**src/rtl/stopwatch_timekeeper.sv**
```systemverilog
// stopwatch_timekeeper: button conditioning, seconds prescaler and MM:SS counter.
//
// state     | meaning
// ----------+------------------------------------------------------
// S_IDLE    | cleared; minutes, seconds and prescaler held at zero
// S_RUNNING | prescaler advancing, seconds/minutes counting
// S_PAUSED  | prescaler and counters frozen, fractional second kept
module stopwatch_timekeeper #(
  parameter int TICK_COUNT      = 50_000_000,
  parameter int DEBOUNCE_CYCLES = 1_000_000
) (
  input  logic       clock,
  input  logic       reset,
  input  logic       btn_start_stop,
  input  logic       btn_clear,
  output logic [5:0] minutes,
  output logic [5:0] seconds,
  output logic       running,
  output logic       rollover
);

  localparam int PW = $clog2(TICK_COUNT);
  localparam int DW = $clog2(DEBOUNCE_CYCLES + 1);
  localparam logic [PW-1:0] PRESC_LAST = PW'(TICK_COUNT - 1);
  localparam logic [DW-1:0] DEB_LIMIT  = DW'(DEBOUNCE_CYCLES);
  localparam logic [5:0]    LAST_59    = 6'd59;

  typedef enum logic [1:0] {
    S_IDLE    = 2'd0,
    S_RUNNING = 2'd1,
    S_PAUSED  = 2'd2
  } state_t;

  // Bit 0 is start/stop, bit 1 is clear; both paths are identical.
  logic [1:0]    btn_raw;
  logic [1:0]    sync1_q, sync1_d;
  logic [1:0]    sync2_q, sync2_d;
  logic [1:0]    deb_q, deb_d;
  logic [1:0]    deb_prev_q, deb_prev_d;
  logic [DW-1:0] deb_cnt_q [2];
  logic [DW-1:0] deb_cnt_d [2];
  logic          ss_ev, clr_ev;

  state_t        state_q, state_d;
  logic [PW-1:0] presc_q, presc_d;
  logic [5:0]    sec_q, sec_d;
  logic [5:0]    min_q, min_d;
  logic          running_q, running_d;
  logic          rollover_q, rollover_d;
  logic          tick;

  assign btn_raw = {btn_clear, btn_start_stop};

  // Synchronise, then accept a level change only after DEBOUNCE_CYCLES+1
  // consecutive differing samples; any matching sample restarts the count.
  always_comb begin
    sync1_d    = btn_raw;
    sync2_d    = sync1_q;
    deb_prev_d = deb_q;
    deb_d      = deb_q;
    for (int i = 0; i < 2; i++) begin
      deb_cnt_d[i] = '0;
      if (sync2_q[i] != deb_q[i]) begin
        if (deb_cnt_q[i] == DEB_LIMIT) begin
          deb_d[i]     = sync2_q[i];
          deb_cnt_d[i] = '0;
        end else begin
          deb_cnt_d[i] = deb_cnt_q[i] + DW'(1);
        end
      end
    end
  end

  // Press events fire on the rising edge of the debounced level only.
  assign ss_ev  = deb_q[0] & ~deb_prev_q[0];
  assign clr_ev = deb_q[1] & ~deb_prev_q[1];

  // Next-state and counter logic; clear beats start/stop only when paused.
  always_comb begin
    state_d    = state_q;
    presc_d    = presc_q;
    sec_d      = sec_q;
    min_d      = min_q;
    rollover_d = 1'b0;
    tick       = (presc_q == PRESC_LAST);
    case (state_q)
      S_IDLE: begin
        presc_d = '0;
        sec_d   = '0;
        min_d   = '0;
        if (ss_ev) state_d = S_RUNNING;
      end
      S_RUNNING: begin
        if (tick) begin
          presc_d = '0;
          if (sec_q == LAST_59) begin
            sec_d = '0;
            if (min_q == LAST_59) begin
              min_d      = '0;
              rollover_d = 1'b1;
            end else begin
              min_d = min_q + 6'd1;
            end
          end else begin
            sec_d = sec_q + 6'd1;
          end
        end else begin
          presc_d = presc_q + PW'(1);
        end
        if (ss_ev) state_d = S_PAUSED;
      end
      S_PAUSED: begin
        if (clr_ev) begin
          state_d = S_IDLE;
          presc_d = '0;
          sec_d   = '0;
          min_d   = '0;
        end else if (ss_ev) begin
          state_d = S_RUNNING;
        end
      end
      default: begin
        state_d = S_IDLE;
        presc_d = '0;
        sec_d   = '0;
        min_d   = '0;
      end
    endcase
    running_d = (state_d == S_RUNNING);
  end

  // All state registers, synchronous reset with top priority.
  always_ff @(posedge clock) begin
    if (reset) begin
      sync1_q      <= '0;
      sync2_q      <= '0;
      deb_q        <= '0;
      deb_prev_q   <= '0;
      deb_cnt_q[0] <= '0;
      deb_cnt_q[1] <= '0;
      state_q      <= S_IDLE;
      presc_q      <= '0;
      sec_q        <= '0;
      min_q        <= '0;
      running_q    <= 1'b0;
      rollover_q   <= 1'b0;
    end else begin
      sync1_q      <= sync1_d;
      sync2_q      <= sync2_d;
      deb_q        <= deb_d;
      deb_prev_q   <= deb_prev_d;
      deb_cnt_q[0] <= deb_cnt_d[0];
      deb_cnt_q[1] <= deb_cnt_d[1];
      state_q      <= state_d;
      presc_q      <= presc_d;
      sec_q        <= sec_d;
      min_q        <= min_d;
      running_q    <= running_d;
      rollover_q   <= rollover_d;
    end
  end

  assign minutes  = min_q;
  assign seconds  = sec_q;
  assign running  = running_q;
  assign rollover = rollover_q;

endmodule

```
**config.mk**
```make
export PLATFORM = sky130hd
export DESIGN_NAME = stopwatch_timekeeper
export DESIGN_NICKNAME = d
export VERILOG_FILES = /design/src/rtl/stopwatch_timekeeper.sv
export SDC_FILE = /design/constraint.sdc
export NUM_CORES = 1
export LEC_CHECK = 0
export CORE_UTILIZATION = 62
export CTS_BUF_LIST = sky130_fd_sc_hd__clkbuf_8
export DETAILED_ROUTE_END_ITERATION = 8
export GPL_ROUTABILITY_DRIVEN = 0
export GPL_TIMING_DRIVEN = 0
export PLACE_DENSITY = 0.79
export SYNTH_ARGS = -nofsm -noshare
export SYNTH_HDL_FRONTEND = slang
export SYNTH_SLANG_ARGS = --single-unit
```
**constraint.sdc**
```tcl
create_clock -name clock -period 5.55 [get_ports clock]
set_input_delay 0.8325 -clock clock [delete_from_list [all_inputs] [get_ports clock]]
set_output_delay 0.8325 -clock clock [all_outputs]
set_load 0.05 [all_outputs]
```
* After elaboration in Yosys (flattened, before gate mapping)
Memories as Yosys holds them, arrays and structs flattened.
Cells that the tools add are included.
** Cells by class
- Add/sub/neg operators :: 5
- $mul :: 0
- Div/mod/pow operators :: 0
- Shifts and indexed selects :: 0
- Reductions and logical operators :: 6
- $lt $le $gt $ge :: 0
- Bitwise gates (word level) :: 9
- Equality and inequality tests :: 13
- Muxes and demuxes :: 25
** Operators with widths (count)
- two-way mux 20 bit :: 6
- two-way mux 26 bit :: 2
- one-hot mux 26 bit (2 select lines) :: 1
- adder 20 x 1 -> 20 bit (second input constant) :: 2
- == test 20 bit (second input constant) :: 2
- two-way mux 6 bit :: 6
- adder 26 x 1 -> 26 bit (second input constant) :: 1
- == test 26 bit (second input constant) :: 1
- one-hot mux 6 bit (2 select lines) :: 2
- adder 6 x 1 -> 6 bit (second input constant) :: 2
- == test 6 bit (second input constant) :: 2
- two-way mux 2 bit :: 3
- != test 2 bit (second input constant) :: 3
- one-hot mux 2 bit (3 select lines) :: 1
- AND reduction 2 bit :: 3
- NOT 1 bit :: 5
- == test 2 x 1 -> 1 bit (second input constant) :: 2
- two-way mux 1 bit :: 4
- OR reduction 4 bit :: 1
- AND reduction 3 bit :: 1
- bitwise AND 1 bit :: 2
- == test 2 bit (second input constant) :: 1
- logical NOT 2 bit :: 1
- != test 1 bit :: 2
- OR 1 bit :: 2
** Word-level totals
- Input port bits :: 4
- Latch bits :: 0
- Memories kept :: 1
- RAM bits :: 40
- Flip-flop bits (word level) :: 50
- Output and inout port bits :: 14
- Memory bits (read-only) :: 0
** Memories
- deb_cnt_q :: words 2, bits a word 20, rd ports 2, clocked after memory_dff 0, write ports 2, RTL line 40 : logic [DW-1:0] deb_cnt_q [2];

* Longest topological paths before layout
Gate-level depths: netlist of the first run.
- Word-level depth :: 6
- Mapped depth :: 7

* Least setup slack after synthesis of the first run
Ideal clock, no wire load.
- Path kind :: flip-flop to flip-flop
- Start point :: reg presc_q[8]
- End point :: reg sec_q[3] (netlist: seconds[3])
- Arrival time :: 1.976 ns
- Buffers on the path :: 0
- Data required time :: 5.479 ns
- Stages on the path, launching flop included :: 6
- Setup slack :: 3.503 ns
- Cells stage by stage :: dfxtp_1 > or4_4 > a2111oi_4 > a22oi_2 > or4b_1 > a21oi_1
** Between the ends
- Cells in the longest elaborated chain, start to end :: 3
** Ends and longest elaborated chain
- start: declaration :: RTL line 45 : logic [PW-1:0] presc_q, presc_d;
- start signal: assignment :: RTL line 155 : presc_q <= presc_d;
- == test 26 bit :: RTL line 85 : tick = (presc_q == PRESC_LAST);
- != test 2 bit (no line)
- AND reduction 2 bit (no line)
- end signal: assignment :: RTL line 143 : sec_q <= '0;
- end signal: assignment :: RTL line 156 : sec_q <= sec_d;
- end: declaration :: RTL line 46 : logic [5:0] sec_q, sec_d;
Every way passes these cells.
A chain may end at the register's enable or synchronous reset.

* Worst setup path in the final report of the first run
- Start point :: reg sec_q[3] (netlist: seconds[3])
- End point :: out seconds[3]
** RTL lines
- end: declaration :: RTL line 17 : output logic [5:0] seconds,
No word-level cell between the ends.

==> results.json, run 1 <==
{
  "drv_slew": 0,
  "yosys.cell_types.count": 49,
  "r2r-start": "deb_prev_d[1]",
  "via_per_inst": 5.88,
  "cpLargestDelayFamily": "buffers and inverters",
  "status": "complete, no violations",
  "crit_chain": "clkdlybuf4s50_1",
  "min_from": "sync1_q[1]",
  "place_hpwl_um": 6310,
  "n_antenna_cell": 0,
  "ys.flop_type": "dfxtp_1",
  "clkPwrFrac_pct": 43.0,
  "required_ns": 4.72,
  "row_count": 29,
  "clock_path_buffers": 2,
  "layout-drive-gt1-share_pct": 4.41,
  "syn_nets": 522,
  "combinationalPowerShare_pct": 1.1,
  "critPathArrivalTime_ns": 1.67,
  "hold_viol": 0,
  "min_path_cells": 1,
  "avgSynthCellArea_um2": 8.39,
  "r2r_cells": 5,
  "ioPinCount": 18,
  "p_total_mw": 1.16,
  "max-cap-violations": 0,
  "root_buffer": "clkbuf_8",
  "synth_edf_count": 0,
  "crit_type": "flop to primary output",
  "relSlewSlack_pct": 40.3,
  "rrSetupSlack_ns": 3.22,
  "cts_max_level": 3,
  "drt_iter0_markers": 98,
  "numCtsBuffers": 9,
  "grt_util_all_layers_pct": 25.9,
  "worst_slack_ns": 3.05,
  "clk_pin_slew_worst_paths_ns": 0.10,
  "crit_fanout": 7,
  "finalSetupTns_ns": 0,
  "io_buffers": 17,
  "setup_viol": 0,
  "routed_wirelength_um": 8890,
  "pwr-share-seq_pct": 55.9,
  "initial_core_util_pct": 66.0,
  "netlist_area_um2": 4290,
  "cts_setup_buffers": 0,
  "whs_ns": 0.460,
  "grt_pass1_wl_um": 15100,
  "power_density_nw_per_um2": 243,
  "hold_class": "flop to flop",
  "switching_share_pct": 21.4,
  "die-width_um": 85.1,
  "drt-pass1-iter-count": 5,
  "min_period_over_period_pct": 45.1,
  "vias": 3654,
  "power_leakage_nw": 1.40,
  "ys_seq_area_share_pct": 42.0,
  "clock-sinks": 90,
  "place_ws_ns": 2.85,
  "crit_path_end_kind": "primary output",
  "syn_inst": 511,
  "fillCellCount": 508,
  "synth_warnings": 0,
  "cts_tree": "built",
  "grt_max_degree": 17,
  "whs_endpoint": "sync2_q[1]",
  "cts_hold_buf": 0,
  "slowest_stage": "clkdlybuf4s50_1",
  "rsz0062_at_grt": "no",
  "critPathLaunchType": "flop",
  "die_h_um": 85.1,
  "async_flop_share_pct": 0,
  "grt_pass1_vias": 3349,
  "max_freq_mhz": 399,
  "antenna_found_initial": 0,
  "remaining_drc_errors": 0,
  "ant_nets": 0,
  "timing.critical_path.buf_inv": 1,
  "max_stage_delay_ns": 0.86,
  "nets": 550,
  "vdd_drop_max_v": 0.000118,
  "core_um2": 6490,
  "ys_ff_latch": 90,
  "finalCriticalPeriod_ns": 2.50,
  "fin_skew_ns": 0.0135,
  "wl_per_cell_um": 14.3,
  "tightest_slew_ns": 0.890,
  "intPower_mw": 0.910,
  "grt-ovfl-total": 0,
  "worstReg2RegEnd": "minutes[4]",
  "switchingPower_mw": 0.248,
  "area_delta_synth_final_pct": 11.5,
  "die_area_um2": 7250,
  "cts_resized": 0,
  "clkLatencyLatePin_ns": 0.36
}
worst max-delay path by stage:
stage               slack [ns]          to  startpoint  depth (start not counted)
global placement          2.79  minutes[4]       reset                          5
detailed placement        2.85  minutes[4]       reset                          5
global route              2.96  minutes[2]  presc_q[0]                          6
CTS                       3.05  seconds[3]  seconds[3]                          1
finish                    3.05  seconds[3]  seconds[3]                          1
floorplan                 3.50  seconds[3]  presc_q[8]                          5
Yosys cell counts, types with 2 or more instances:
library cell  instances  area [µm²]
clkbuf_1             14        52.6
nand4b_1              2        17.5
nor4b_1               6        52.6
nor4_1               10        62.6
and2_1                6        37.5
or4_1                 3        22.5
dfxtp_1              90        1800
nor2_1               86         323
a211oi_1              2        15.0
and3_1               10        62.6
o31ai_1               5        37.5
inv_1                19        71.3
nor2b_1              11        68.8
buf_2                 2        10.0
nand2b_1              5        31.3
nor3_1               15        75.1
ha_1                  7        87.6
o21ai_0              12        60.1
nand2_1              30         113
xnor2_1              35         307
xor2_1               18         158
o211ai_1              3        22.5
or3_1                 9        56.3
mux2i_1               4        40.0
or2b_1                2        15.0
nand3_1              31         155
and4_1                7        61.3
nand4_1              24         150
nor4bb_1              2        20.0
a31oi_1               3        18.8
a21oi_1              20         100
power by group through the flow:
stage | logic (mW) | clock network (mW) | registers [mW]
6_report | 0.0122 | 0.498 | 0.648
5_1_grt | 0.0136 | 0.541 | 0.649
4_1_cts | 0.0124 | 0.507 | 0.648
3_5_place_dp | 0.0123 | 0 | 0.663
3_3_place_gp | 0.0120 | 0 | 0.663
2_1_floorplan | 0.00708 | 0 | 0.663
kinds of logic (layout without fill, tap and decap cells):
kind of cell	after synthesis	count (layout)	share of synthesized area (%)
and+or+nand+nor	269	269	33.0
DFF	90	90	42.0
AOI/OAI and AO/OA	53	53	8.06
xor gates and xnor gates	53	53	10.8
buffers and inverters	35	68	3.12
adders and majority gates	7	7	2.04
muxes	4	4	0.934
registers in the layout, summed over array words and instances, names as in the netlist:
name,flops
sync1_q,2
seconds,6
minutes,6
running,1
deb_prev_d,2
presc_q,26
state_q,2
sync2_q,2
deb_prev_q,2
rollover,1
deb_cnt_q,40
metal layers:
layer / global-route usage (%) / routed length (µm)
met5: 0 / 0
met4: 9.55 / 163
met3: 5.35 / 268
met2: 44.0 / 4430
met1: 32.6 / 4030
layout by cell type (no fill, tap or decap), types with 3 or more instances in the layout:
cell             instances
and4_1                   7
o31ai_1                  5
and3_1                  10
and2_1                   6
inv_1                   20
nor3_1                  15
or3_1                    9
xor2_1                  18
nand4_1                 24
nand3_1                 31
nand2_1                 30
nor2_1                  86
or4_1                    3
o211ai_1                 3
o21ai_0                 12
clkdlybuf4s50_1         17
xnor2_1                 35
nor4b_1                  6
nand2b_1                 5
nor4_1                  10
clkbuf_8                 9
dfxtp_1                 90
a31oi_1                  3
clkbuf_1                14
nor2b_1                 11
mux2i_1                  4
ha_1                     7
a21oi_1                 20
area by class of cell:
| class | count | area (µm²) | area share [%] |
|---|---|---|---|
| well taps | 77 | 96.3 | 2.02 |
| inverters | 19 | 71.3 | 1.49 |
| repair buffers | 17 | 170 | 3.56 |
| clock buffers | 9 | 124 | 2.59 |
| clock inverters | 7 | 101 | 2.12 |
| flip-flops and latches | 90 | 1800 | 37.7 |
| multi-input cells | 386 | 2350 | 49.2 |
| plain buffers | 16 | 62.6 | 1.31 |
stage by stage:
step                util, %  cells  area (µm²)
global placement       70.1    605        4550
CTS                    73.6    621        4780
finish                 73.6    621        4780
detailed placement     70.1    605        4550
global route           73.6    621        4780
floorplan                 -    511        4290
Note: power is estimated with default switching activity, not from simulation.
==> run 2: changes to the inputs <==
- CORE_UTILIZATION: 62 -> 57
- PLACE_DENSITY: 0.79 -> 0.77
- clock period: 5.55 -> 2.1 ns (I/O delays scaled with it)
==> run 2 against run 1 <==
Compared with the run above:
- flip-flop and latch count unchanged
- count of clock-buffer cells in the layout stayed put
- sequential power grew to 2.6 times the previous value
- register-to-register slack lost 3.3 ns
- the flow now finishes with violations (setup timing)
- highest routed layer unchanged
- non-clock buffer count rose by 12
- largest cell class unchanged
- clock skew down 0.0013 ns
- combinational power grew to 2.7 times the previous value
- setup slack got worse by 3.2 ns
- cell count is 5.5% higher
==> results.json, run 2 (synthesis results as in run 1) <==
{
  "vdd_drop_max_v": 0.000342,
  "drv_slew": 0,
  "layout-drive-gt1-share_pct": 12.2,
  "numCtsBuffers": 9,
  "vias": 3785,
  "grt_util_all_layers_pct": 24.8,
  "r2r_cells": 5,
  "crit_fanout": 5,
  "top_register": "deb_cnt_q",
  "final_common_cell": "nor2_1",
  "grt_pass1_vias": 3386,
  "cts_tree": "built",
  "finalSetupTns_ns": -0.364,
  "critPathLaunchType": "flop",
  "remaining_drc_errors": 0,
  "min_period_over_period_pct": 106,
  "clk_pin_slew_worst_paths_ns": 0.10,
  "grt_max_degree": 18,
  "wl_per_cell_um": 14.3,
  "slowest_stage": "or4b_4",
  "critPathArrivalTime_ns": 2.53,
  "min_from": "sync1_q[1]",
  "violations": "setup timing",
  "r2r-start": "presc_q[9]",
  "row_count": 31,
  "tightest_slew_ns": 0.606,
  "clock-sinks": 90,
  "crit_type": "flop to flop",
  "io_buffers": 17,
  "max-cap-violations": 0,
  "die-width_um": 88.7,
  "clock_path_buffers": 2,
  "die_area_um2": 7870,
  "relSlewSlack_pct": 59.5,
  "layout_common_cells": "nor2_1 (85), dfxtp_1 (82), xnor2_1 (35), nand3_1 (30), nand2_1 (30)",
  "drt_iter0_markers": 155,
  "status": "complete, but fails checks",
  "setup_viol": 9,
  "fin_skew_ns": 0.0122,
  "grt_pass1_wl_um": 15200,
  "critical_path_cell_count": 5,
  "crit_path_start": "presc_q[9]",
  "place_hpwl_um": 6370,
  "crit_path_end_kind": "flop",
  "ant_nets": 0,
  "endpoint": "seconds[3]",
  "clkLatencyLatePin_ns": 0.37,
  "initial_core_util_pct": 59.1,
  "n_antenna_cell": 0,
  "antenna_found_initial": 0,
  "hold_class": "flop to flop",
  "largest_reg_flops": 40,
  "crit_chain": "or4_4 -> a2111oi_4 -> a22oi_2 -> or4b_4 -> a21oi_2",
  "reg.largest.list": "deb_cnt_q (40), presc_q (26)",
  "rsz0062_at_grt": "yes",
  "worstReg2RegEnd": "seconds[3]",
  "root_buffer": "clkbuf_8",
  "finalCriticalPeriod_ns": 2.22,
  "core_um2": 7250,
  "cts_hold_buf": 0,
  "place_ws_ns": -0.299,
  "max_stage_delay_ns": 0.57,
  "nets": 562,
  "timing.critical_path.buf_inv": 0,
  "die_h_um": 88.7,
  "max_freq_mhz": 451,
  "ioPinCount": 18,
  "hold_viol": 0,
  "power_leakage_nw": 1.48,
  "worst_slack_ns": -0.117,
  "routed_wirelength_um": 9370,
  "rrSetupSlack_ns": -0.12,
  "power_density_nw_per_um2": 594,
  "drt-pass1-iter-count": 5,
  "required_ns": 2.41,
  "area_delta_synth_final_pct": 16.8,
  "cts_max_level": 3,
  "finish.utilization_pct": 69.0,
  "via_per_inst": 5.78,
  "grt-ovfl-total": 0,
  "cpLargestDelayFamily": "simple AND/OR/NAND/NOR gates"
}
-- run 2: cell count changes in the layout (fill, tap and decap cells not counted), sizes merged --
| cell | delta |
|---|---|
| buf | +12 |
| clkinv | -2 |
| clkinvlp | +2 |
| bufinv | -1 |
| inv | +1 |
-- run 2: layout make-up --
cell class,count,area (µm²)
Multi-Input combinational cell,386,2450
Fill cell,611,2250
Sequential cell,90,1820
Timing Repair Buffer,29,258
Clock buffer,9,124
Tap cell,99,124
Buffer,16,82.6
Clock inverter,7,80.1
Inverter,19,71.3
-- run 2: metrics by stage --
stage	hold WS [ns]	total power, mW	area (µm²)	std cells
2_1_floorplan	0.414	1.77	4290	511
3_3_place_gp	0.430	1.78	4580	627
3_5_place_dp	0.438	1.79	4580	627
4_1_cts	0.458	2.99	4890	650
5_1_grt	0.474	3.07	5010	655
6_report	0.455	2.97	5010	655
-- run 2: where the power goes --
group	total (mW)	leakage, nW	switching (mW)	internal, mW
logic	0.0333	0.654	0.0202	0.0131
registers	1.71	0.731	0.00290	1.70
clock network	1.23	0.0973	0.665	0.567
-- run 2: worst min path at each step --
stage	to	slack (ns)	cells after the start
after floorplan	sync2_q[0]	0.41	1
after global placement	sync2_q[1]	0.43	1
after detailed placement	sync2_q[0]	0.44	1
after CTS	sync2_q[0]	0.46	1
after global routing	sync2_q[0]	0.47	1
final	sync2_q[1]	0.46	1
-- run 2: metal layers --
| layer | track usage, % | wire length [µm] | up-vias |
|---|---|---|---|
| met3 | 4.48 | 385 | 14 |
| met4 | 9.68 | 159 | 0 |
| met5 | 0 | 0 | - |
| met2 | 42.9 | 4690 | 89 |
| met1 | 30.7 | 4140 | 1806 |
| li1 | - | - | 1876 |
-- run 2: worst reg2reg max path, cell delays in order (launching register included) --
cell and delay, ns:
dfxtp_4 0.37, or4_4 0.55, a2111oi_4 0.39, a22oi_2 0.16
or4b_4 0.57, a21oi_2 0.12
-- run 2: what timing repair did --
item | CTS | global route
gates cloned | 0 | 1
pin swaps | 7 | 8
resized for setup | 18 | 33
setup endpoints to repair | 28 | 74
buffers inserted | 7 | 5
==> run 3: changes to the inputs <==
- RECOVER_POWER: default -> 50
==> run 3 against run 2 <==
Compared with the run above:
- the run still ends with setup timing left
- routed wire length shrank 0.63%
- worst hold slack hardly changed
- global-route usage is the same
- flip-flop and latch count is the same
- core utilization is essentially flat
- clock skew increased by 0.00074 ns
- fmax grew 0.21%
- power is 0.10% lower
- sequential share of layout area about the same
- count of clock-buffer cells in the layout stayed put
- critical path type unchanged
==> results.json, run 3 (synthesis results as in run 1) <==
{
  "fillCellCount": 612,
  "grt_util_all_layers_pct": 24.8,
  "finalNonFillerCells": 655,
  "status": "complete, but fails checks",
  "finish.utilization_pct": 69.0,
  "die_area_um2": 7870,
  "top_register": "deb_cnt_q",
  "reg.largest.list": "deb_cnt_q (40), presc_q (26)",
  "timing.critical_path.buf_inv": 0,
  "whs_ns": 0.455,
  "clk_pin_slew_worst_paths_ns": 0.10,
  "min_from": "sync1_q[1]",
  "rsz0062_at_grt": "yes",
  "hold_class": "flop to flop",
  "setup_viol": 6,
  "finalCriticalPeriod_ns": 2.21,
  "routed_wirelength_um": 9320,
  "max_freq_mhz": 452,
  "clock-sinks": 90,
  "ioPinCount": 18,
  "fin_area_um2": 5010,
  "vias": 3759,
  "crit_type": "flop to flop",
  "pwr-share-seq_pct": 57.5,
  "critPathArrivalTime_ns": 2.52,
  "cts_hold_buf": 0,
  "n_antenna_cell": 0,
  "intPower_mw": 2.28,
  "nets": 562,
  "io_buffers": 17,
  "violations": "setup timing",
  "worst_slack_ns": -0.113,
  "place_ws_ns": -0.299,
  "hold_viol": 0,
  "p_total_mw": 2.97,
  "clkLatencyLatePin_ns": 0.37,
  "core_um2": 7250,
  "grt_pass1_wl_um": 15200,
  "root_buffer": "clkbuf_8",
  "grt-ovfl-total": 0,
  "cpLargestDelayFamily": "simple AND/OR/NAND/NOR gates",
  "final_common_cell": "nor2_1",
  "critPathLaunchType": "flop",
  "fin_skew_ns": 0.0130,
  "power_leakage_nw": 1.50,
  "row_count": 31,
  "combinationalPowerShare_pct": 1.1,
  "crit_chain": "or4_4 -> a2111oi_4 -> a22oi_2 -> or4b_4 -> a21oi_2",
  "numCtsBuffers": 9,
  "power_density_nw_per_um2": 593,
  "ant_nets": 0,
  "finalSetupTns_ns": -0.330,
  "clock_path_buffers": 2,
  "min_period_over_period_pct": 105,
  "via_per_inst": 5.74,
  "place_hpwl_um": 6370,
  "grt_max_degree": 18,
  "drt_iter0_markers": 156,
  "max-cap-violations": 0,
  "tightest_slew_ns": 0.606,
  "vdd_drop_max_v": 0.000341,
  "die_h_um": 88.7,
  "dp_cells": 627,
  "largest_reg_flops": 40,
  "drv_slew": 0,
  "initial_core_util_pct": 59.1,
  "crit_fanout": 5,
  "clkPwrFrac_pct": 41.4,
  "cts_tree": "built",
  "postPlaceCellArea_um2": 4580,
  "remaining_drc_errors": 0,
  "crit_path_start": "presc_q[9]",
  "max_stage_delay_ns": 0.57,
  "antenna_found_initial": 0,
  "layout-drive-gt1-share_pct": 12.1,
  "cts_max_level": 3,
  "r2r-start": "presc_q[9]",
  "area_delta_synth_final_pct": 16.8,
  "crit_path_end_kind": "flop",
  "drt-pass1-iter-count": 5,
  "wl_per_cell_um": 14.2,
  "switching_share_pct": 23.1,
  "layout_common_cells": "nor2_1 (85), dfxtp_1 (82), xnor2_1 (35), nand3_1 (30), nand2_1 (30)",
  "relSlewSlack_pct": 59.5,
  "die-width_um": 88.7,
  "required_ns": 2.41,
  "slowest_stage": "or4b_4",
  "grt_pass1_vias": 3386,
  "switchingPower_mw": 0.685
}
## run 3: final timing paths
kind	to	slack, ns	cells after the start
worst max-delay path	seconds[3]	-0.11	5
worst min-delay path	sync2_q[1]	0.46	1
worst max register to register	seconds[3]	-0.11	5
worst min register to register	sync2_q[1]	0.46	1
## run 3: power groups by stage
stage	Sequential [mW]	Combinational [mW]	Clock, mW
after CTS	1.71	0.0327	1.25
after global placement	1.75	0.0317	0
after floorplan	1.75	0.0187	0
final	1.71	0.0327	1.23
after global routing	1.71	0.0366	1.32
after detailed placement	1.75	0.0326	0
## run 3: timing repair
action / in CTS / in global routing
setup endpoints to repair: 28 / 74
gates cloned: 0 / 1
gates resized for setup: 18 / 33
pin swaps: 7 / 8
setup buffers: 7 / 5
## run 3: layout make-up
cell class                 count  area, µm²  area share (%)
multi-input combinational    386       2450            48.9
buffer                        16       81.3            1.62
inverter                      19       71.3            1.42
sequential                    90       1820            36.4
clock buffer                   9        124            2.47
timing repair buffer          29        258            5.15
tap                           99        124            2.47
clock inverter                 7       80.1            1.60
## run 3: metal layers
| metal | share of wire [%] | GRT usage [%] | up-vias |
|---|---|---|---|
| met3 | 3.9 | 4.48 | 18 |
| met5 | 0 | 0 | - |
| met2 | 50 | 42.9 | 80 |
| li1 | - | - | 1874 |
| met4 | 1.8 | 9.68 | 0 |
| met1 | 44 | 30.7 | 1787 |
